==> config.mk <==
export PLATFORM = sky130hd
export DESIGN_NAME = mem_access_stage
export DESIGN_NICKNAME = d
export VERILOG_FILES = /design/src/rtl/mem_access_stage.sv
export SDC_FILE = /design/constraint.sdc
export NUM_CORES = 1
export LEC_CHECK = 0
export ABC_AREA = 0
export CAP_MARGIN = 20
export CORE_MARGIN = 2
export CORE_UTILIZATION = 45
export CTS_CLUSTER_SIZE = 20
export DETAILED_ROUTE_END_ITERATION = 7
export PLACE_DENSITY = 0.81
export RECOVER_POWER = 50
export SLEW_MARGIN = 0
export SYNTH_ARGS = -nofsm -noshare
export SYNTH_HDL_FRONTEND = slang
export SYNTH_SLANG_ARGS = --single-unit
==> constraint.sdc <==
create_clock -name clk -period 4.1 [get_ports clk]
set_input_delay 1.23 -clock clk [delete_from_list [all_inputs] [get_ports clk]]
set_output_delay 1.23 -clock clk [all_outputs]
set_load 0.005 [all_outputs]
==> src/rtl/mem_access_stage.sv <==
// mem_access_stage: memory-access stage directly downstream of the 64-bit ALU.
// Loads and stores perform one byte-laned data-memory access over a req/ack
// handshake. Other opcodes pass alu_result through. Results go to writeback
// over a valid/ready handshake.
// Optional feature: define MEM_TIMEOUT_EN to enable the mem_ack watchdog.
module mem_access_stage #(
   parameter int ADDR_W         = 32,
   parameter int TIMEOUT_CYCLES = 64
) (
   input  logic              clk,
   input  logic              rst,
   input  logic              in_valid,
   output logic              in_ready,
   input  logic [5:0]        opcode,
   input  logic [63:0]       alu_result,
   input  logic [63:0]       store_data,
   input  logic [4:0]        dest_reg,
   output logic              mem_req,
   output logic              mem_we,
   output logic [ADDR_W-1:0] mem_addr,
   output logic [7:0]        mem_be,
   output logic [63:0]       mem_wdata,
   input  logic [63:0]       mem_rdata,
   input  logic              mem_ack,
   output logic              out_valid,
   input  logic              out_ready,
   output logic [63:0]       out_data,
   output logic [4:0]        out_dest,
   output logic              out_wen,
   output logic              out_err
);

   typedef enum logic [1:0] {S_IDLE, S_MEM, S_RESP} state_e;

   // Access size codes are log2 of the byte count.
   localparam logic [1:0] SZ_B = 2'd0, SZ_H = 2'd1, SZ_W = 2'd2, SZ_D = 2'd3;

   localparam logic [5:0] OP_LWZ = 6'd32, OP_LBZ = 6'd34, OP_STW = 6'd36, OP_STWU = 6'd37,
                          OP_STB = 6'd38, OP_LHZ = 6'd40, OP_LHA = 6'd42, OP_STH  = 6'd44,
                          OP_LD  = 6'd58, OP_STD = 6'd62;

   if (ADDR_W < 4 || ADDR_W > 64 || TIMEOUT_CYCLES < 1) begin : g_bad_cfg
      $error("mem_access_stage: unsupported ADDR_W or TIMEOUT_CYCLES");
   end

   state_e              state_q, state_d;
   logic                mem_req_q, mem_req_d;
   logic                mem_we_q, mem_we_d;
   logic [ADDR_W-1:0]   mem_addr_q, mem_addr_d;
   logic [7:0]          mem_be_q, mem_be_d;
   logic [63:0]         mem_wdata_q, mem_wdata_d;
   logic [2:0]          lane_q, lane_d;
   logic [1:0]          size_q, size_d;
   logic                sign_q, sign_d;
   logic [63:0]         out_data_q, out_data_d;
   logic [4:0]          out_dest_q, out_dest_d;
   logic                out_wen_q, out_wen_d;
   logic                out_err_q, out_err_d;

`ifdef MEM_TIMEOUT_EN
   localparam int CNT_W = (TIMEOUT_CYCLES > 1) ? $clog2(TIMEOUT_CYCLES) : 1;
   logic [CNT_W-1:0]    tmo_cnt_q, tmo_cnt_d;
`endif

   logic                dec_mem, dec_store, dec_sign;
   logic [1:0]          dec_size;
   logic [2:0]          align_mask;
   logic [7:0]          be_base;
   logic [63:0]         size_mask;
   logic                misaligned;
   logic [63:0]         rdata_shifted, load_value;

   // Decode the incoming opcode into access size, direction and extension.
   always_comb begin
      // NOTE: every always_comb output gets a default first, so no path leaves it unassigned and infers a latch.
      dec_mem   = 1'b1;
      dec_store = 1'b0;
      dec_sign  = 1'b0;
      dec_size  = SZ_D;
      case (opcode)
         OP_LD:           dec_size = SZ_D;
         OP_STD:          dec_store = 1'b1;
         OP_LWZ:          dec_size = SZ_W;
         OP_STW, OP_STWU: begin dec_size = SZ_W; dec_store = 1'b1; end
         OP_LHZ:          dec_size = SZ_H;
         OP_LHA:          begin dec_size = SZ_H; dec_sign = 1'b1; end
         OP_STH:          begin dec_size = SZ_H; dec_store = 1'b1; end
         OP_LBZ:          dec_size = SZ_B;
         OP_STB:          begin dec_size = SZ_B; dec_store = 1'b1; end
         default:         dec_mem = 1'b0;
      endcase
   end

   // Per-size lane masks for the alignment check, byte enables and store data.
   always_comb begin
      case (dec_size)
         SZ_B:    begin align_mask = 3'b000; be_base = 8'h01; size_mask = 64'h0000_0000_0000_00FF; end
         SZ_H:    begin align_mask = 3'b001; be_base = 8'h03; size_mask = 64'h0000_0000_0000_FFFF; end
         SZ_W:    begin align_mask = 3'b011; be_base = 8'h0F; size_mask = 64'h0000_0000_FFFF_FFFF; end
         default: begin align_mask = 3'b111; be_base = 8'hFF; size_mask = 64'hFFFF_FFFF_FFFF_FFFF; end
      endcase
      misaligned = |(alu_result[2:0] & align_mask);
   end

   // Right-align the addressed lanes of the read data and extend to 64 bits.
   always_comb begin
      rdata_shifted = mem_rdata >> {lane_q, 3'b000};
      case (size_q)
         SZ_B:    load_value = {56'd0, rdata_shifted[7:0]};
         SZ_H:    load_value = sign_q ? {{48{rdata_shifted[15]}}, rdata_shifted[15:0]}
                                      : {48'd0, rdata_shifted[15:0]};
         SZ_W:    load_value = {32'd0, rdata_shifted[31:0]};
         default: load_value = rdata_shifted;
      endcase
   end

   // Next-state and output logic of the IDLE -> (MEM) -> RESP sequence.
   always_comb begin
      state_d     = state_q;
      mem_req_d   = mem_req_q;
      mem_we_d    = mem_we_q;
      mem_addr_d  = mem_addr_q;
      mem_be_d    = mem_be_q;
      mem_wdata_d = mem_wdata_q;
      lane_d      = lane_q;
      size_d      = size_q;
      sign_d      = sign_q;
      out_data_d  = out_data_q;
      out_dest_d  = out_dest_q;
      out_wen_d   = out_wen_q;
      out_err_d   = out_err_q;
`ifdef MEM_TIMEOUT_EN
      tmo_cnt_d   = tmo_cnt_q;
`endif
      case (state_q)
         S_IDLE: begin
            if (in_valid) begin
               out_dest_d = dest_reg;
               lane_d     = alu_result[2:0];
               size_d     = dec_size;
               sign_d     = dec_sign;
               if (!dec_mem) begin
                  out_data_d = alu_result;
                  out_wen_d  = 1'b1;
                  out_err_d  = 1'b0;
                  state_d    = S_RESP;
               end else if (misaligned) begin
                  out_data_d = 64'd0;
                  out_wen_d  = 1'b0;
                  out_err_d  = 1'b1;
                  state_d    = S_RESP;
               end else begin
                  mem_req_d   = 1'b1;
                  mem_we_d    = dec_store;
                  mem_addr_d  = {alu_result[ADDR_W-1:3], 3'b000};
                  mem_be_d    = be_base << alu_result[2:0];
                  mem_wdata_d = dec_store ? (store_data & size_mask) << {alu_result[2:0], 3'b000} : 64'd0;
                  state_d     = S_MEM;
`ifdef MEM_TIMEOUT_EN
                  tmo_cnt_d   = '0;
`endif
               end
            end
         end
         S_MEM: begin
            if (mem_ack) begin
               {mem_req_d, mem_we_d, mem_be_d} = '0;
               mem_addr_d  = '0;
               mem_wdata_d = 64'd0;
               out_data_d  = mem_we_q ? 64'd0 : load_value;
               out_wen_d   = !mem_we_q;
               out_err_d   = 1'b0;
               state_d     = S_RESP;
            end
`ifdef MEM_TIMEOUT_EN
            else if (tmo_cnt_q == CNT_W'(TIMEOUT_CYCLES - 1)) begin
               {mem_req_d, mem_we_d, mem_be_d} = '0;
               mem_addr_d  = '0;
               mem_wdata_d = 64'd0;
               out_data_d  = 64'd0;
               out_wen_d   = 1'b0;
               out_err_d   = 1'b1;
               state_d     = S_RESP;
            end else begin
               tmo_cnt_d = tmo_cnt_q + CNT_W'(1);
            end
`endif
         end
         S_RESP: begin
            if (out_ready) state_d = S_IDLE;
         end
         default: state_d = S_IDLE;
      endcase
   end

   // State and datapath registers; synchronous reset abandons any access.
   always_ff @(posedge clk) begin
      // NOTE: sequential state uses non-blocking assignments so every flop samples pre-edge values.
      if (rst) begin
         state_q     <= S_IDLE;
         mem_req_q   <= 1'b0;
         mem_we_q    <= 1'b0;
         mem_addr_q  <= '0;
         mem_be_q    <= 8'd0;
         mem_wdata_q <= 64'd0;
         lane_q      <= 3'd0;
         size_q      <= SZ_B;
         sign_q      <= 1'b0;
         out_data_q  <= 64'd0;
         out_dest_q  <= 5'd0;
         out_wen_q   <= 1'b0;
         out_err_q   <= 1'b0;
`ifdef MEM_TIMEOUT_EN
         tmo_cnt_q   <= '0;
`endif
      end else begin
         state_q     <= state_d;
         mem_req_q   <= mem_req_d;
         mem_we_q    <= mem_we_d;
         mem_addr_q  <= mem_addr_d;
         mem_be_q    <= mem_be_d;
         mem_wdata_q <= mem_wdata_d;
         lane_q      <= lane_d;
         size_q      <= size_d;
         sign_q      <= sign_d;
         out_data_q  <= out_data_d;
         out_dest_q  <= out_dest_d;
         out_wen_q   <= out_wen_d;
         out_err_q   <= out_err_d;
`ifdef MEM_TIMEOUT_EN
         tmo_cnt_q   <= tmo_cnt_d;
`endif
      end
   end

   assign in_ready  = (state_q == S_IDLE);
   assign out_valid = (state_q == S_RESP);
   assign mem_req   = mem_req_q;
   assign mem_we    = mem_we_q;
   assign mem_addr  = mem_addr_q;
   assign mem_be    = mem_be_q;
   assign mem_wdata = mem_wdata_q;
   assign out_data  = out_data_q;
   assign out_dest  = out_dest_q;
   assign out_wen   = out_wen_q;
   assign out_err   = out_err_q;

endmodule

Word-level counts from Yosys, hierarchy flattened
Index checks and enable logic that the tools add are counted.
Operators by class
  muxes and demuxes: 55
  bitwise operators: 2
  equal/unequal tests: 22
  shifts and indexed selects: 3
  reduce and logical (&&, ||, !) cells: 15
Operators by type and width (number)
  2-to-1 mux 64 bit: 11
  one-hot mux 64 bit (3 select lines): 2
  one-hot mux 64 bit (2 select lines): 2
  2-to-1 mux 32 bit: 4
  AND 64 bit: 1
  one-hot mux 32 bit (2 select lines): 1
  << shifter 64 x 6 -> 64 bit: 1
  >> shifter 64 x 6 -> 64 bit: 1
  == test 6 bit, second input constant: 10
  2-to-1 mux 8 bit: 4
  one-hot mux 8 bit (3 select lines): 1
  2-to-1 mux 1 bit: 17
  one-hot mux 8 bit (2 select lines): 1
  one-hot mux 2 bit (3 select lines): 2
  2-to-1 mux 2 bit: 5
  OR reduction 10 bit: 1
  one-hot mux 3 bit (3 select lines): 1
  OR reduction 3 bit: 3
  one-hot mux 1 bit (2 select lines): 4
  << shifter 8 x 3 -> 8 bit: 1
  == test 2 x 1 -> 1 bit, second input constant: 3
  == test 2 bit, second input constant: 3
  zero test 2 bit: 3
  != test 2 bit, second input constant: 3
  11 further kinds: 12
Storage, ports and cells
  bits of input ports: 208
  register bits after elaboration: 185

Depth between registers and ports, before layout
  word-level depth: 12
  depth in mapped cells: 9

Worst setup path after synthesis
OpenSTA, ideal clock, no wires.
  path kind: input -> register
  from: input port opcode[4]
  to: register mem_wdata_q[35] (netlist: mem_wdata[35])
  setup slack: 0.874 ns
  setup time: 0.087 ns
  arrival: 3.139 ns
  stages on the path: 8
  buffers on the path: 3
  path through: buf_2 or3b_1 o21ai_1 o2111ai_2 or4_1 buf_2 buf_6 o31ai_1
Between the ends
  longest elaborated chain between the ends: 12
  elaborated cells between the ends (all ways): 35
Ends and longest elaborated chain
  start: declaration: line 14  | input logic [5:0] opcode,
  == test 6 bit: line 80  | case (opcode)
  OR reduction 3 bit (no source line) / OR reduction 2 bit (equally long branches)
  one-hot mux 2 bit (3 select lines): line 80
  == test 2 bit (tied with other cells): line 96  | case (dec_size)
  one-hot mux 64 bit (3 select lines): line 96
  AND 64 bit: line 157  | mem_wdata_d = dec_store ? (store_data & size_mask) << {alu_result[2:0], 3'b000} : 64'd0;
  << shifter 64 x 6 -> 64 bit: line 157
  2-to-1 mux 64 bit: line 157
  2-to-1 mux 64 bit: line 147  | end else if (misaligned) begin
  2-to-1 mux 64 bit: line 142  | if (!dec_mem) begin
  2-to-1 mux 64 bit: line 137  | if (in_valid) begin
  one-hot mux 64 bit (2 select lines): line 135  | case (state_q)
  end signal: assignment: line 222  | mem_wdata_q <= mem_wdata_d;
  end: declaration: line 51  | logic [63:0] mem_wdata_q, mem_wdata_d;
Parallel ways exist; a longest one is shown, timed or not. The select of a mux whose other input is x is not followed.
A chain may end at the register's enable or synchronous reset.

Worst setup path in the final report
  from: input port opcode[0]
  to: register out_data_q[48] (netlist: out_data[48])
Between the ends
  longest elaborated chain between the ends: 9
  elaborated cells between the ends (all ways): 27
Ends and longest elaborated chain
  == test 6 bit: line 80
  OR reduction 3 bit (no source line) / OR reduction 2 bit (equally long branches)
  one-hot mux 2 bit (3 select lines): line 80
  == test 2 bit (tied with other cells): line 96
  one-hot mux 3 bit (3 select lines): line 96
  AND 3 bit: line 102  | misaligned = |(alu_result[2:0] & align_mask);
  OR reduction 3 bit: line 102
  != test 3 x 2 -> 1 bit (no source line)
  AND reduction 4 bit (no source line)
  end signal: assignment: line 226  | out_data_q <= out_data_d;
  end: declaration: line 55  | logic [63:0] out_data_q, out_data_d;
Parallel ways exist; a longest one is shown, timed or not. The select of a mux whose other input is x is not followed.

==> summary.md <==
| Metric | Value |
|---|---|
| Post-synthesis register bit count | `182` |
| Multi-input gate area | `0.006162 mm2` |
| Share of post-route cells with drive strength above 1 | `11.74%` |
| Root Buffer Master | `clkbuf_16` |
| Max-cap violations | `0` |
| Post-route ant nets | `0` |
| Buffer count from post-CTS setup fixing | `0` |
| Crit start category | `primary input` |
| Skew final | `0.01763 ns` |
| Post-synthesis cell count | `1180` |
| Max Freq | `0.2766 GHz` |
| Synth area leaders | `dfxtp_1 35%, a221oi_1 5.9%, mux2i_1 5.9%, mux4_2 5.4%, nand2_1 3.7%` |
| Critical Path RT | `4.40 ns` |
| Clk sinks | `182` |
| Post-synth ARST share | `0%` |
| Synthesized area | `0.01052 mm2` |
| Worst-Skew Late Latency | `0.45 ns` |
| I/O Buffers | `383` |
| CTS H-tree lvls | `4` |
| Die width | `156.9 um` |
| VDD IR max | `0.2509 mV` |
| Total grt overflow | `0` |
| DR WL/cell | `24.87 um` |
| Final setup vio count | `0` |
| Share of the synthesized area in the top cell type | `34.64%` |
| Cts repair resizes | `0` |
| Crit path capture type | `register` |
| Final cycle utilization of the critical path | `88.18%` |
| Initial antenna violation count | `2` |
| CTS Hold Bufs | `0` |
| Synth cell count leaders | `182 x dfxtp_1, 105 x nand2_1, 76 x a21oi_1` |
| Main flop type after synthesis | `dfxtp_1` |
| Total Power | `0.004713 W` |
| Die height | `156.9 um` |
| # fillers | `1863` |
| Cell with the most instances after synthesis | `dfxtp_1` |
| Largest net degree at the start of global routing | `91` |
| Simple-gate share of the synthesized area | `10.72%` |
| Clock buffer count from CTS | `17` |
| Layout overhead on the synthesized area | `46.03%` |
| Worst Reg2Reg Path Length in Cells | `6` |
| Nets | `1729` |
| Synthesis warning total | `0` |
| Pwr Density | `306.9 mW/mm2` |
| Vias | `11910` |
| Core area | `0.02278 mm2` |
| Post-synthesis compound-gate area fraction | `32.38%` |
| Final Slew Violations | `0` |
| Initial Util | `46.17%` |
| Post-synthesis adder-cell area fraction | `0.09517%` |
| Hpwl dp | `34180 um` |
| Status | `finished, final reports clean` |
| Row count | `55` |
| Largest family of logic cells by synthesized area | `compound AO/OA/AOI/OAI gates` |
| Synth Area in XOR/XNOR | `0%` |
| Clock buffer depth | `2` |
| First-pass GRT wire length | `67830 um` |
| Number of synthesized flops with an enable pin | `0` |
| Pleak | `6.100 nW` |
| Post-synth cell types | `67` |
| Relative slew slack | `42.32%` |
| FF+latch area | `0.003646 mm2` |
| Routability cong. | `0.9552` |
| Multiplexer share of the synthesized area | `14.89%` |
| CTS tree | `yes` |
| Pre-antenna DRT Iters | `8` |
| CP arrival | `3.92 ns` |
| Die area | `0.02461 mm2` |
| Total track usage | `36.07%` |
| Syn avg cell area | `8.913 um2` |
| # IOs | `387` |
| Crit Path Max Fanout | `64` |
| Worst Setup Path Type | `primary input to register` |
| Fin. Hold Viols | `0` |
| Post-route setup TNS | `0 ns` |
| Hold Crit Depth | `1` |
| Final min period | `3.615 ns` |
| Drt drc | `0` |
| Number of global-route vias before repair | `11390` |
| HP Class | `register to register` |
| Starting DRT DRC Count | `1601` |
| RSZ-0062 raised after global routing | `false` |
| Reg clk slew, reported paths | `0.08 ns` |
| Area leader, netlist | `dfxtp_1` |
| Seq/Total Area, Yosys | `34.64%` |
| Drt via density | `6.448` |
| Worst slew pin tran | `0.8612 ns` |
| Routed wire length | `45940 um` |
layer usage:
metal | GRT usage, % | part of all wire [%] | wire length (um)
met1 | 45.50 | 38 | 17320
met2 | 58.40 | 46 | 21080
met3 | 8.613 | 11 | 5223
met4 | 16.43 | 5.0 | 2302
met5 | 0 | 0.026 | 12
flip-flops by register name, summed over array words and instances, names as in the netlist:
name / cells
state_q: 2
sign_q: 1
mem_we: 1
out_data: 64
size_q: 2
out_wen: 1
mem_req: 1
lane_q: 3
out_err: 1
mem_wdata: 64
out_dest: 5
mem_be: 8
mem_addr: 29
worst max-delay path, stage by stage:
cell and delay [ns]:
dlygate4sd3_1 0.74, a21o_1 0.25, a22oi_2 0.17, buf_4 0.33, o2111a_1 0.42, a31o_2 0.24, buf_12 0.28, a221oi_1 0.15
layout make-up:
cell class | count | area share, %
clock inverter | 14 | 1.092
sequential | 182 | 23.74
tap | 313 | 2.550
timing repair buffer | 438 | 27.98
antenna | 1 | 0.01629
inverter | 71 | 1.735
clock buffer | 17 | 2.770
multi-input combinational | 811 | 40.12
power by group:
part	switching [W]	internal [W]	total, W
sequential	0.0000419	0.00183	0.00187
combinational	0.000574	0.000551	0.00112
clock	0.000845	0.000869	0.00171
total	0.00146	0.00325	0.00471
through the flow:
stage / hold WS, ns / worst slack [ns] / util (%) / instance area (um2) / std cells
2_1_floorplan: 0.4489 / 0.8738 / - / 10530 / 1182
3_3_place_gp: 0.4413 / 0.1379 / 64.48 / 14690 / 1812
3_5_place_dp: 0.4422 / 0.1079 / 64.60 / 14720 / 1813
4_1_cts: 0.4580 / 0.5571 / 67.21 / 15310 / 1844
5_1_grt: 0.4753 / 0.3747 / 67.43 / 15360 / 1847
6_report: 0.4565 / 0.4847 / 67.43 / 15360 / 1847
worst paths after layout:
path,startpoint,endpoint,slack [ns]
setup / recovery,opcode[0],out_data[48],0.48
hold / removal,mem_req,mem_req,0.46
setup reg to reg,lane_q[0],out_data[52],1.32
hold reg to reg,mem_req,mem_req,0.46
placed cells by master (no fill, tap or decap), types with 5 or more instances in the layout:
master and instances:
a32o_1 18, and3_1 7, mux2_2 34, a31oi_1 12, buf_4 51, nand2_1 105
nor2_1 38, a21oi_1 76, o211ai_1 9, nor3_1 15, o22ai_1 17, o21ai_0 37
o32ai_1 10, and2_1 15, or2_2 12, dfxtp_1 180, a222oi_1 8, a22o_1 40
clkbuf_16 17, clkdlybuf4s50_1 208, inv_8 5, nor2b_1 11, o31ai_1 9, o2bb2ai_1 41
o21ba_2 6, a221oi_1 71, mux4_2 25, nand2b_1 11, nand3_1 9, a2111o_1 6
a211oi_1 31, a311oi_1 7, dlygate4sd3_1 172, inv_1 70, a22oi_1 23, mux2i_1 62
logic make-up after synthesis:
| family | Yosys count |
|---|---|
| adder cells (fa/ha/maj) | 1 |
| multiplexers | 121 |
| buffers and inverters | 189 |
| AO/OA/AOI/OAI | 448 |
| other | 1 |
| flip-flops | 182 |
| AND/OR/NAND/NOR | 238 |
Note: power is estimated with default switching activity, not from simulation.
